$ cat config.mk
export PLATFORM = sky130hd
export DESIGN_NAME = rnd_seg_display
export DESIGN_NICKNAME = d
export VERILOG_FILES = /design/src/rtl/rnd_seg_display.sv
export SDC_FILE = /design/constraint.sdc
export NUM_CORES = 1
export LEC_CHECK = 0
export CORE_UTILIZATION = 50
export CTS_BUF_LIST = sky130_fd_sc_hd__clkbuf_2
export DETAILED_ROUTE_END_ITERATION = 7
export GPL_TIMING_DRIVEN = 0
export PLACE_DENSITY = 0.72
export SETUP_SLACK_MARGIN = 0.3
export SYNTH_ARGS = -nofsm -noshare
export SYNTH_HDL_FRONTEND = slang
export SYNTH_SLANG_ARGS = --single-unit
$ cat constraint.sdc
create_clock -name clock_i -period 7.95 [get_ports clock_i]
set_input_delay 1.59 -clock clock_i [delete_from_list [all_inputs] [get_ports clock_i]]
set_output_delay 1.59 -clock clock_i [all_outputs]
set_load 0.005 [all_outputs]
$ cat src/rtl/rnd_seg_display.sv
`default_nettype none
// ============================================================================
// Module   : rnd_seg_display
// Purpose  : Takes the 8-bit value from the upstream LFSR generator, turns each
//            new value into three BCD digits with a bit-serial double-dabble
//            converter, and drives a multiplexed 3-digit active-low 7-segment
//            display. Leading zeros are blanked.
// Ports    : clock_i   - system clock, rising edge
//            reset_ni  - asynchronous active-low reset
//            rnd_i     - random byte from the generator
//            seg_o     - segments {g,f,e,d,c,b,a}, active-low, registered
//            an_o      - digit enables, active-low one-hot (0=ones,1=tens,2=hundreds)
//            upd_o     - one-cycle pulse when new BCD digits are latched
// Revision : 1.0 - initial release
// ============================================================================
module rnd_seg_display #(
   parameter int REFRESH_DIV = 50000   // clock cycles per digit slot, >= 2
) (
   input  logic       clock_i,
   input  logic       reset_ni,
   input  logic [7:0] rnd_i,
   output logic [6:0] seg_o,
   output logic [2:0] an_o,
   output logic       upd_o
);

   localparam int                DIV_W    = $clog2(REFRESH_DIV);
   localparam logic [DIV_W-1:0]  DIV_LAST = DIV_W'(REFRESH_DIV - 1);

   typedef enum logic [1:0] {
      IDLE  = 2'd0,
      SHIFT = 2'd1,
      DONE  = 2'd2
   } state_e;

   state_e           state_q, state_d;
   logic [7:0]       rnd_s_q;
   logic [7:0]       last_q, last_d;
   logic [19:0]      sh_q, sh_d;
   logic [19:0]      sh_adj;
   logic [2:0]       cnt_q, cnt_d;
   logic [11:0]      bcd_q, bcd_d;
   logic             upd_q, upd_d;
   logic [DIV_W-1:0] div_q, div_d;
   logic [1:0]       idx_q, idx_d;
   logic [6:0]       seg_q, seg_d;
   logic [2:0]       an_q, an_d;
   logic [3:0]       nib;
   logic             blank;

   function automatic logic [6:0] seg_enc(input logic [3:0] n);
      logic [6:0] s;
      case (n)
         4'd0:    s = 7'h40;
         4'd1:    s = 7'h79;
         4'd2:    s = 7'h24;
         4'd3:    s = 7'h30;
         4'd4:    s = 7'h19;
         4'd5:    s = 7'h12;
         4'd6:    s = 7'h02;
         4'd7:    s = 7'h78;
         4'd8:    s = 7'h00;
         4'd9:    s = 7'h10;
         default: s = 7'h7F;
      endcase
      return s;
   endfunction

   // Double-dabble correction: any BCD nibble >= 5 gets +3 before the shift
   // so that it carries correctly into the next decimal digit.
   always_comb begin
      sh_adj = sh_q;
      if (sh_q[11:8]  >= 4'd5) sh_adj[11:8]  = sh_q[11:8]  + 4'd3;
      if (sh_q[15:12] >= 4'd5) sh_adj[15:12] = sh_q[15:12] + 4'd3;
      if (sh_q[19:16] >= 4'd5) sh_adj[19:16] = sh_q[19:16] + 4'd3;
   end

   // Conversion FSM next-state logic
   always_comb begin
      state_d = state_q;
      last_d  = last_q;
      sh_d    = sh_q;
      cnt_d   = cnt_q;
      bcd_d   = bcd_q;
      upd_d   = 1'b0;
      case (state_q)
         IDLE: begin
            // A value that changed during a previous conversion still differs
            // from last_q here, so it is picked up without being lost.
            if (rnd_s_q != last_q) begin
               sh_d    = {12'b0, rnd_s_q};
               last_d  = rnd_s_q;
               cnt_d   = 3'd0;
               state_d = SHIFT;
            end
         end
         SHIFT: begin
            sh_d  = {sh_adj[18:0], 1'b0};
            cnt_d = cnt_q + 3'd1;
            if (cnt_q == 3'd7) begin
               state_d = DONE;
            end
         end
         DONE: begin
            bcd_d   = sh_q[19:8];
            upd_d   = 1'b1;
            state_d = IDLE;
         end
         default: begin
            state_d = IDLE;
         end
      endcase
   end

   // Scan timing and digit selection. an/seg are derived from idx_d so the
   // digit change and the new enable/segment pattern appear on the same edge.
   always_comb begin
      div_d = div_q + DIV_W'(1);
      idx_d = idx_q;
      if (div_q == DIV_LAST) begin
         div_d = '0;
         idx_d = (idx_q == 2'd2) ? 2'd0 : idx_q + 2'd1;
      end

      case (idx_d)
         2'd0: begin
            an_d  = 3'b110;
            nib   = bcd_q[3:0];
            blank = 1'b0;
         end
         2'd1: begin
            an_d  = 3'b101;
            nib   = bcd_q[7:4];
            blank = (bcd_q[11:8] == 4'd0) && (bcd_q[7:4] == 4'd0);
         end
         2'd2: begin
            an_d  = 3'b011;
            nib   = bcd_q[11:8];
            blank = (bcd_q[11:8] == 4'd0);
         end
         default: begin
            an_d  = 3'b111;
            nib   = 4'd0;
            blank = 1'b1;
         end
      endcase

      seg_d = blank ? 7'h7F : seg_enc(nib);
   end

   always_ff @(posedge clock_i or negedge reset_ni) begin
      if (!reset_ni) begin
         state_q <= IDLE;
         rnd_s_q <= 8'd0;
         last_q  <= 8'd0;
         sh_q    <= 20'd0;
         cnt_q   <= 3'd0;
         bcd_q   <= 12'd0;
         upd_q   <= 1'b0;
         div_q   <= '0;
         idx_q   <= 2'd0;
         seg_q   <= 7'h7F;
         an_q    <= 3'b111;
      end else begin
         state_q <= state_d;
         rnd_s_q <= rnd_i;
         last_q  <= last_d;
         sh_q    <= sh_d;
         cnt_q   <= cnt_d;
         bcd_q   <= bcd_d;
         upd_q   <= upd_d;
         div_q   <= div_d;
         idx_q   <= idx_d;
         seg_q   <= seg_d;
         an_q    <= an_d;
      end
   end

   assign seg_o = seg_q;
   assign an_o  = an_q;
   assign upd_o = upd_q;

endmodule
`default_nettype wire

After elaboration in Yosys (flattened, before gate mapping)
Memory sizes are Yosys's and may differ from the RTL's.
Cells that the tools add are included.
{"block": "totals", "memories": 1, "input_bits": 10, "wordCells": 58, "mem_bits_ro": 112, "out_inout_bits": 11, "ff_bits": 82}
{"block": "op_classes", "eq_ne": 10, "muxes": 18, "addsub": 6, "reduce_logical": 9, "order_cmp": 3}
{"memory": "(no name shown)", "words": 16, "width": 7, "read_ports": 1, "rd_clocked_by_memory_dff": 0, "wr": 0, "line": "53", "rtl": "case (n)"}
{"cell": "one-hot mux 20 bit (2 select lines)", "n": 1}
{"cell": "two-way mux 20 bit", "n": 1}
{"cell": "adder 16 x 1 -> 16 bit, second input constant", "n": 1}
{"cell": "== test 16 bit, second input constant", "n": 1}
{"cell": "two-way mux 16 bit", "n": 1}
{"cell": "greater-or-equal comparator 4 x 3 -> 1 bit, second input constant", "n": 3}
{"cell": "one-hot mux 4 bit (3 select lines)", "n": 1}
{"cell": "one-hot mux 3 bit (3 select lines)", "n": 1}
{"cell": "adder 4 x 2 -> 4 bit, second input constant", "n": 2}
{"cell": "zero test 4 bit", "n": 2}
{"cell": "two-way mux 2 bit", "n": 4}
{"cell": "two-way mux 4 bit", "n": 2}
{"cell": "inequality test 8 bit", "n": 1}
{"cell": "two-way mux 7 bit", "n": 1}
{"cell": "== test 2 bit, second input constant", "n": 3}
{"cell": "two-way mux 3 bit", "n": 2}
{"cell": "one-hot mux 3 bit (2 select lines)", "n": 1}
{"cell": "AND reduction 2 bit", "n": 3}
{"cell": "== test 2 x 1 -> 1 bit, second input constant", "n": 2}
{"cell": "zero test 2 bit", "n": 2}
{"cell": "inequality test 2 bit, second input constant", "n": 2}
{"cell": "one-hot mux 2 bit (2 select lines)", "n": 1}
{"cell": "adder 3 x 1 -> 3 bit, second input constant", "n": 1}
{"cell": "adder 3 x 2 -> 3 bit, second input constant", "n": 1}
{"cell": "6 further kinds", "n": 6}

Longest topological paths before layout
Gate-level depths: netlist of the first run.
An unclocked memory read counts as a cell.
{"block": "logic_depth", "word_depth": 7, "depth_mapped": 12, "ltp_nobuf": 11}

Least setup slack after synthesis of the first run
OpenSTA, ideal clock, no wires.
{"block": "synth_path", "path_type": "register to register", "startpoint": "register div_q[0]", "endpoint": "register seg_q[5], in the netlist seg_o[5]", "path_slack_ps": 5373, "path_buffers": 1, "t_arrival_ps": 2493, "period_less_slack_ps": 2577, "stages_incl_launch_ff": 12, "t_required_ps": 7866, "cell_sequence": "dfrtp_1 ha_1 and3_1 nand4_1 clkbuf_1 o21ai_0 nor3_1 inv_1 ha_1 or2_2 a21oi_1 o21ai_1"}
{"block": "synth_via", "elab_chain_cells": 6}
{"element": "start, declared", "line": "44", "rtl": "logic [DIV_W-1:0] div_q, div_d;"}
{"element": "start signal, assigned", "line": "172", "rtl": "div_q <= div_d;"}
{"element": "== test 16 bit (*)", "line": "120", "rtl": "if (div_q == DIV_LAST) begin"}
{"element": "two-way mux 2 bit (*)", "line": "120"}
{"element": "== test 2 bit, or another cell as far along", "line": "125", "rtl": "case (idx_d)"}
{"element": "one-hot mux 4 bit (3 select lines)", "line": "125"}
{"element": "memory (16 x 7 bit)"}
{"element": "two-way mux 7 bit (*)", "line": "148", "rtl": "seg_d = blank ? 7'h7F : seg_enc(nib);"}
{"element": "via seg_d[5]", "line": "46", "rtl": "logic [6:0] seg_q, seg_d;"}
{"element": "end signal, assigned", "line": "174", "rtl": "seg_q <= seg_d;"}
{"element": "end, declared", "line": "46"}
The timed path passes the listed nets; every way through them passes the cells marked *.
A chain may end at the register's enable or synchronous reset.

Worst setup path in the final report of the first run
{"block": "layout_path", "startpoint": "register an_q[2], in the netlist an_o[2]", "endpoint": "output port an_o[2]"}
{"element": "start, declared", "line": "47", "rtl": "logic [2:0] an_q, an_d;"}
{"element": "start signal, assigned", "line": "175", "rtl": "an_q <= an_d;"}
{"element": "end, declared", "line": "23", "rtl": "output logic [2:0] an_o,"}
No word-level cell between the ends.

==> out/qor.csv, run 1 <==
metric;value;unit
synthToLayoutAreaGrowth;11.5;%
final-instance-count-excl-fill;517;
fill_cells;648;
holdPathEnd;div_q[0];
ctsHoldBuffers;0;
overflow;0;
fmax;315;MHz
fin_setup_tns;0;ps
synth_edf_count;0;
synth_cell_type_count;46;
final-setup-viol-count;0;
wl_per_cell;14.0;um
numPlacedInstances;501;
avgSynthCellArea;10.2;sq um
cts_max_level;3;
coreArea;7370;sq um
arrival;1590;ps
grt_use_total;0.199;
holdWs;481;ps
synthCells;381;
crit_family;flip-flops;
cap_violations;0;
path_buf_inv;1;
drt_iter0_drc;134;
min_path_type;reg2reg;
hold_violations;0;
rr_endpoint;seg_o[5];
rsz0062_at_grt;false;
vdd_ir_drop_max;0.000149;V
synth-async-reset-ratio;1.00;
fin_crit_sh;0.400;
crit_fanout;1;
final_antenna_net_count;0;
io_buffers;20;
leakage;1.96;nW
via_per_inst;5.39;
hpwl;5130;um
dr.pass1.iters;4;
post-cts-setup-buffers;0;
syn_area;3880;sq um
skew;26.0;ps
power_density;305;nW/um^2
worstMarginPinSlew;625;ps
reg2reg_setup_slack;4830;ps
slew_violations;0;
antenna_cells;0;
cts_tree;built;
timing.rr.start;div_q[0];
clock_sinks;82;
nets;437;
start_util;0.527;
fp-row-count;31;
hold_start;div_q[0];
hold_depth;1;
place_congestion;0.831;
ys_seq_elements;82;
cpPeakStageDelay;570;ps
grt_pass1_vias;2832;
run_status;completed;
worstPathRequired;6360;ps
ys_seq_area_frac;0.532;
clockBufferDepth;2;
grt_max_degree;45;
vias;2785;
period_needed;3180;ps
slew-limit-headroom;0.571;
io_pins;21;
die_area;8120;sq um
grt_antenna_before_repair;0;
drcViolationCount;0;
grt_pass1_wl;12800;um
end_kind;output pin;
startpoint_type;register;
cts_buffers;9;
clk_pin_slew;240;ps
clk_latency;540;ps
crit_chain;clkdlybuf4s50_1;
cts_resized;0;
ys_warn_count;0;
drive_gt1_frac;0.108;
die_h;90.1;um
synth_top_flop_cell;dfrtp_1;
worst-setup-path-type;reg2out;
die_w;90.1;um
cpMaxStageDelayCell;dfstp_2;
drt_wl_total;7230;um
root_buffer;clkbuf_2;
r2r_cells;11;
synth_fp_nets;405;
## power by group
part / internal, mW / total [mW] / switching, mW / leakage (nW)
combinational: 0.214 / 0.479 / 0.265 / 0.869
sequential: 0.545 / 0.638 / 0.0925 / 1.03
clock: 0.0467 / 0.204 / 0.158 / 0.0610
total: 0.806 / 1.32 / 0.515 / 1.96
## metal layers
layer | vias to the layer above | global-route usage | part of all wire
met5 | - | 0 | 0
met1 | 1362 | 0.234 | 0.46
met2 | 38 | 0.338 | 0.49
met3 | 11 | 0.0719 | 0.036
met4 | 0 | 0.0659 | 0.013
li1 | 1374 | - | -
## worst max-delay path by stage
stage                          end  startpoint  slack (ps)  cells past startpoint
after floorplan           seg_o[5]    div_q[0]        5370                     11
after global placement    sh_q[13]    reset_ni        2490                      1
after detailed placement  seg_o[5]    div_q[0]        4930                     11
after CTS                  an_o[2]     an_o[2]        4720                      1
after global routing      seg_o[5]    div_q[0]        4600                     11
final                      an_o[2]     an_o[2]        4770                      1
## kinds of logic after synthesis
kind of cell             synth area share
AND/OR/NAND/NOR                     0.171
flip-flops                          0.532
AO/OA/AOI/OAI                       0.108
buffers and inverters              0.0364
XOR/XNOR                           0.0587
multiplexers                       0.0467
adder cells (fa/ha/maj)            0.0477
## flip-flops by register name, summed over array words and instances, names as in the netlist, 2 cells and up
register	flops
an_o	3
bcd_q	12
cnt_q	3
div_q	16
idx_q	2
last_q	8
rnd_s_q	8
seg_o	7
sh_q	20
state_q	2
## layout make-up
cell class	instances	area, sq um	area share
flip-flops and latches	82	2060	0.477
inverters	20	75.1	0.0173
multi-input cells	264	1680	0.387
clock inverters	7	61.3	0.0142
repair buffers	21	218	0.0503
plain buffers	15	66.3	0.0153
well taps	99	124	0.0286
clock buffers	9	45.0	0.0104
## synth_stat cells (all sizes together) (5+ instances only)
cell type / n / area (sq um)
mux2i: 8 / 80.1
dfrtp: 72 / 1800
dfstp: 10 / 263
nand3: 18 / 90.1
clkbuf: 12 / 45.0
nor3: 8 / 51.3
o21ai: 34 / 174
a21oi: 12 / 60.1
and3: 5 / 31.3
nor2: 16 / 60.1
nand2: 62 / 233
ha: 14 / 175
o22ai: 6 / 37.5
inv: 20 / 75.1
xor2: 17 / 149
nand2b: 5 / 31.3
xnor2: 9 / 78.8
mux2: 9 / 101
## cell usage in the layout, fill, tap and decap left out, drive strengths merged, types with 2 or more instances in the layout
master	n
a21boi	2
a21oi	12
a22oi	4
and2	2
and3	5
and4	2
buf	5
clkbuf	21
clkdlybuf4s50	19
clkinv	2
clkinvlp	2
dfrtp	72
dfstp	10
ha	14
inv	23
mux2	9
mux2i	8
nand2	62
nand2b	5
nand3	18
nand4	2
nor2	16
nor2b	4
nor3	8
nor4	4
nor4b	2
nor4bb	2
o211ai	3
o21ai	34
o22ai	6
o32ai	2
xnor2	9
xor2	17
## per-stage QoR
stage                     instance area (sq um)  setup slack, ps  power, mW   util
after CTS                                  4330             4720       1.33  0.588
after global placement                     4210             2490       1.10  0.571
final                                      4330             4770       1.32  0.588
after floorplan                            3880             5370      0.973      -
after global routing                       4330             4600       1.43  0.588
after detailed placement                   4220             4930       1.13  0.573
No activity file was read; power rests on OpenSTA's default activity.
==> inputs of run 2 (changes only) <==
Settings changed: PLACE_DENSITY 0.72 to 0.75.
Clock period 7.95 ns to 2.6 ns, I/O delays scaled along.
==> run 2 against run 1 <==
Effect of this change:
- wire length is 7.8% higher
- highest routed layer unchanged
- global-route usage grew 0.76 points
- core utilization increased by 4.1 points
- power grew to 3.2 times the previous value
- worst hold slack got worse by 100 ps
- sequential cell count is the same
- sequential power grew to 3.1 times the previous value
- sequential share of layout area decreased by 3.0 points
==> out/qor.csv, run 2 (synthesis results as in run 1) <==
metric;value;unit
numPlacedInstances;501;
worst-setup-path-type;reg2reg;
regMostFlops;sh_q;
grt_pass1_wl;13300;um
vias;2946;
drive_gt1_frac;0.206;
cap_violations;0;
fin_setup_tns;0;ps
leakage;2.07;nW
grt_antenna_before_repair;0;
final-setup-viol-count;0;
cts_buffers;9;
fin_area;4630;sq um
finalPower;4.25;mW
switchingPower;1.60;mW
start_util;0.527;
vdd_ir_drop_max;0.000474;V
overflow;0;
rsz0062_at_grt;true;
period_needed;2400;ps
worstMarginPinSlew;614;ps
nets;455;
synthToLayoutAreaGrowth;19.4;%
combPwrFrac;0.388;
via_per_inst;5.51;
grt_pass1_vias;2804;
layout_common_cells;69 x dfrtp_1, 61 x nand2_1, 26 x o21ai_0;
grt_use_total;0.206;
startpoint_type;register;
min_path_type;in2async;
io_pins;21;
slew_violations;0;
top_regs;sh_q: 20 flops, div_q: 16 flops, bcd_q: 12 flops;
grt_max_degree;64;
grt_util_met2;0.344;
fmax;417;MHz
cts_tree;built;
drt_wl_total;7790;um
wl_per_cell;14.6;um
hpwl;5140;um
p_int;2.65;mW
end_kind;register;
arrival;2860;ps
coreArea;7370;sq um
r2r_cells;11;
power.share.switching;0.376;
place_congestion;0.827;
hold_violations;0;
final_common_cell;dfrtp_1;
clock_sinks;82;
use_met1;0.267;
fp-row-count;31;
met3_usage;0.0330;
io_buffers;20;
drt_iter0_drc;146;
power_density;917;nW/um^2
antenna_cells;0;
clockBufferDepth;2;
die_w;90.1;um
skew;30.8;ps
run_status;completed;
seq_power_share;0.460;
power.share.clock;0.152;
die_area;8120;sq um
root_buffer;clkbuf_2;
fin_crit_sh;0.922;
clk_pin_slew;230;ps
post_dp_cell_area;4260;sq um
worstPathRequired;3060;ps
die_h;90.1;um
final_antenna_net_count;0;
utilization;0.629;
final-instance-count-excl-fill;535;
clk_latency;520;ps
grt-busiest-layer;met2;
slew-limit-headroom;0.590;
dr.pass1.iters;4;
largest_register_ff_count;20;
cts_max_level;3;
crit_fanout;6;
drcViolationCount;0;
==> run 2: repair_timing <==
action	in CTS	in global routing
hold buffers	1	0
pin swaps	12	13
buffers inserted	12	5
endpoints found under the hold margin	19	0
endpoints found under the setup margin	7	8
gates resized for setup	24	14
==> run 2: final timing paths <==
check                           slack [ps]      start          to
worst min-delay path                   380   reset_ni   last_q[7]
worst max register to register         200  div_q[12]    seg_o[5]
worst min register to register         510    sh_q[0]     sh_q[1]
worst max-delay path                   200  div_q[12]    seg_o[5]
min in group clock_i                   390   rnd_i[2]  rnd_s_q[2]
max in group asynchronous             1580   reset_ni    seg_o[0]
==> run 2: layer usage <==
layer / vias to the layer above / part of all wire
met1: 1461 / 0.45
met3: 13 / 0.033
li1: 1415 / -
met4: 0 / 0.019
met5: - / 0
met2: 57 / 0.50
==> run 2: area by class of cell <==
cell class | instances | area, sq um
Fill cell | 589 | 2740
Sequential cell | 82 | 2070
Multi-Input combinational cell | 264 | 1810
Timing Repair Buffer | 39 | 370
Tap cell | 99 | 124
Buffer | 15 | 77.6
Inverter | 20 | 77.6
Clock inverter | 6 | 58.8
Clock buffer | 10 | 50.0
==> run 2: per-stage QoR <==
step,setup WS [ps],hold WS (ps)
detailed placement,-7.62,424
global route,66.0,350
floorplan,336,224
global placement,-1810,440
finish,203,379
CTS,304,349
==> run 2: power by group through the flow <==
stage	logic [mW]	registers (mW)	clock network, mW
after floorplan	1.09	1.90	0
after global placement	1.42	1.95	0
after detailed placement	1.49	1.97	0
after CTS	1.61	1.95	0.662
after global routing	1.85	2.01	0.718
final	1.65	1.96	0.646
==> run 2: critical path, stage by stage (launching register included) <==
cell      delay, ps
dfrtp_2         450
nor4bb_1        310
nand4_1         250
clkbuf_8        230
buf_6           120
nand3_2          70
and4_4          270
inv_4            60
ha_2            180
or2_4           240
a21oi_2         110
o21ai_1          70
==> inputs of run 3 (changes only) <==
Settings changed: ABC_CLOCK_PERIOD_IN_PS set to 2600.
==> results of run 3 <==
Final layout, timing and power as in run 2 (identical DEF).
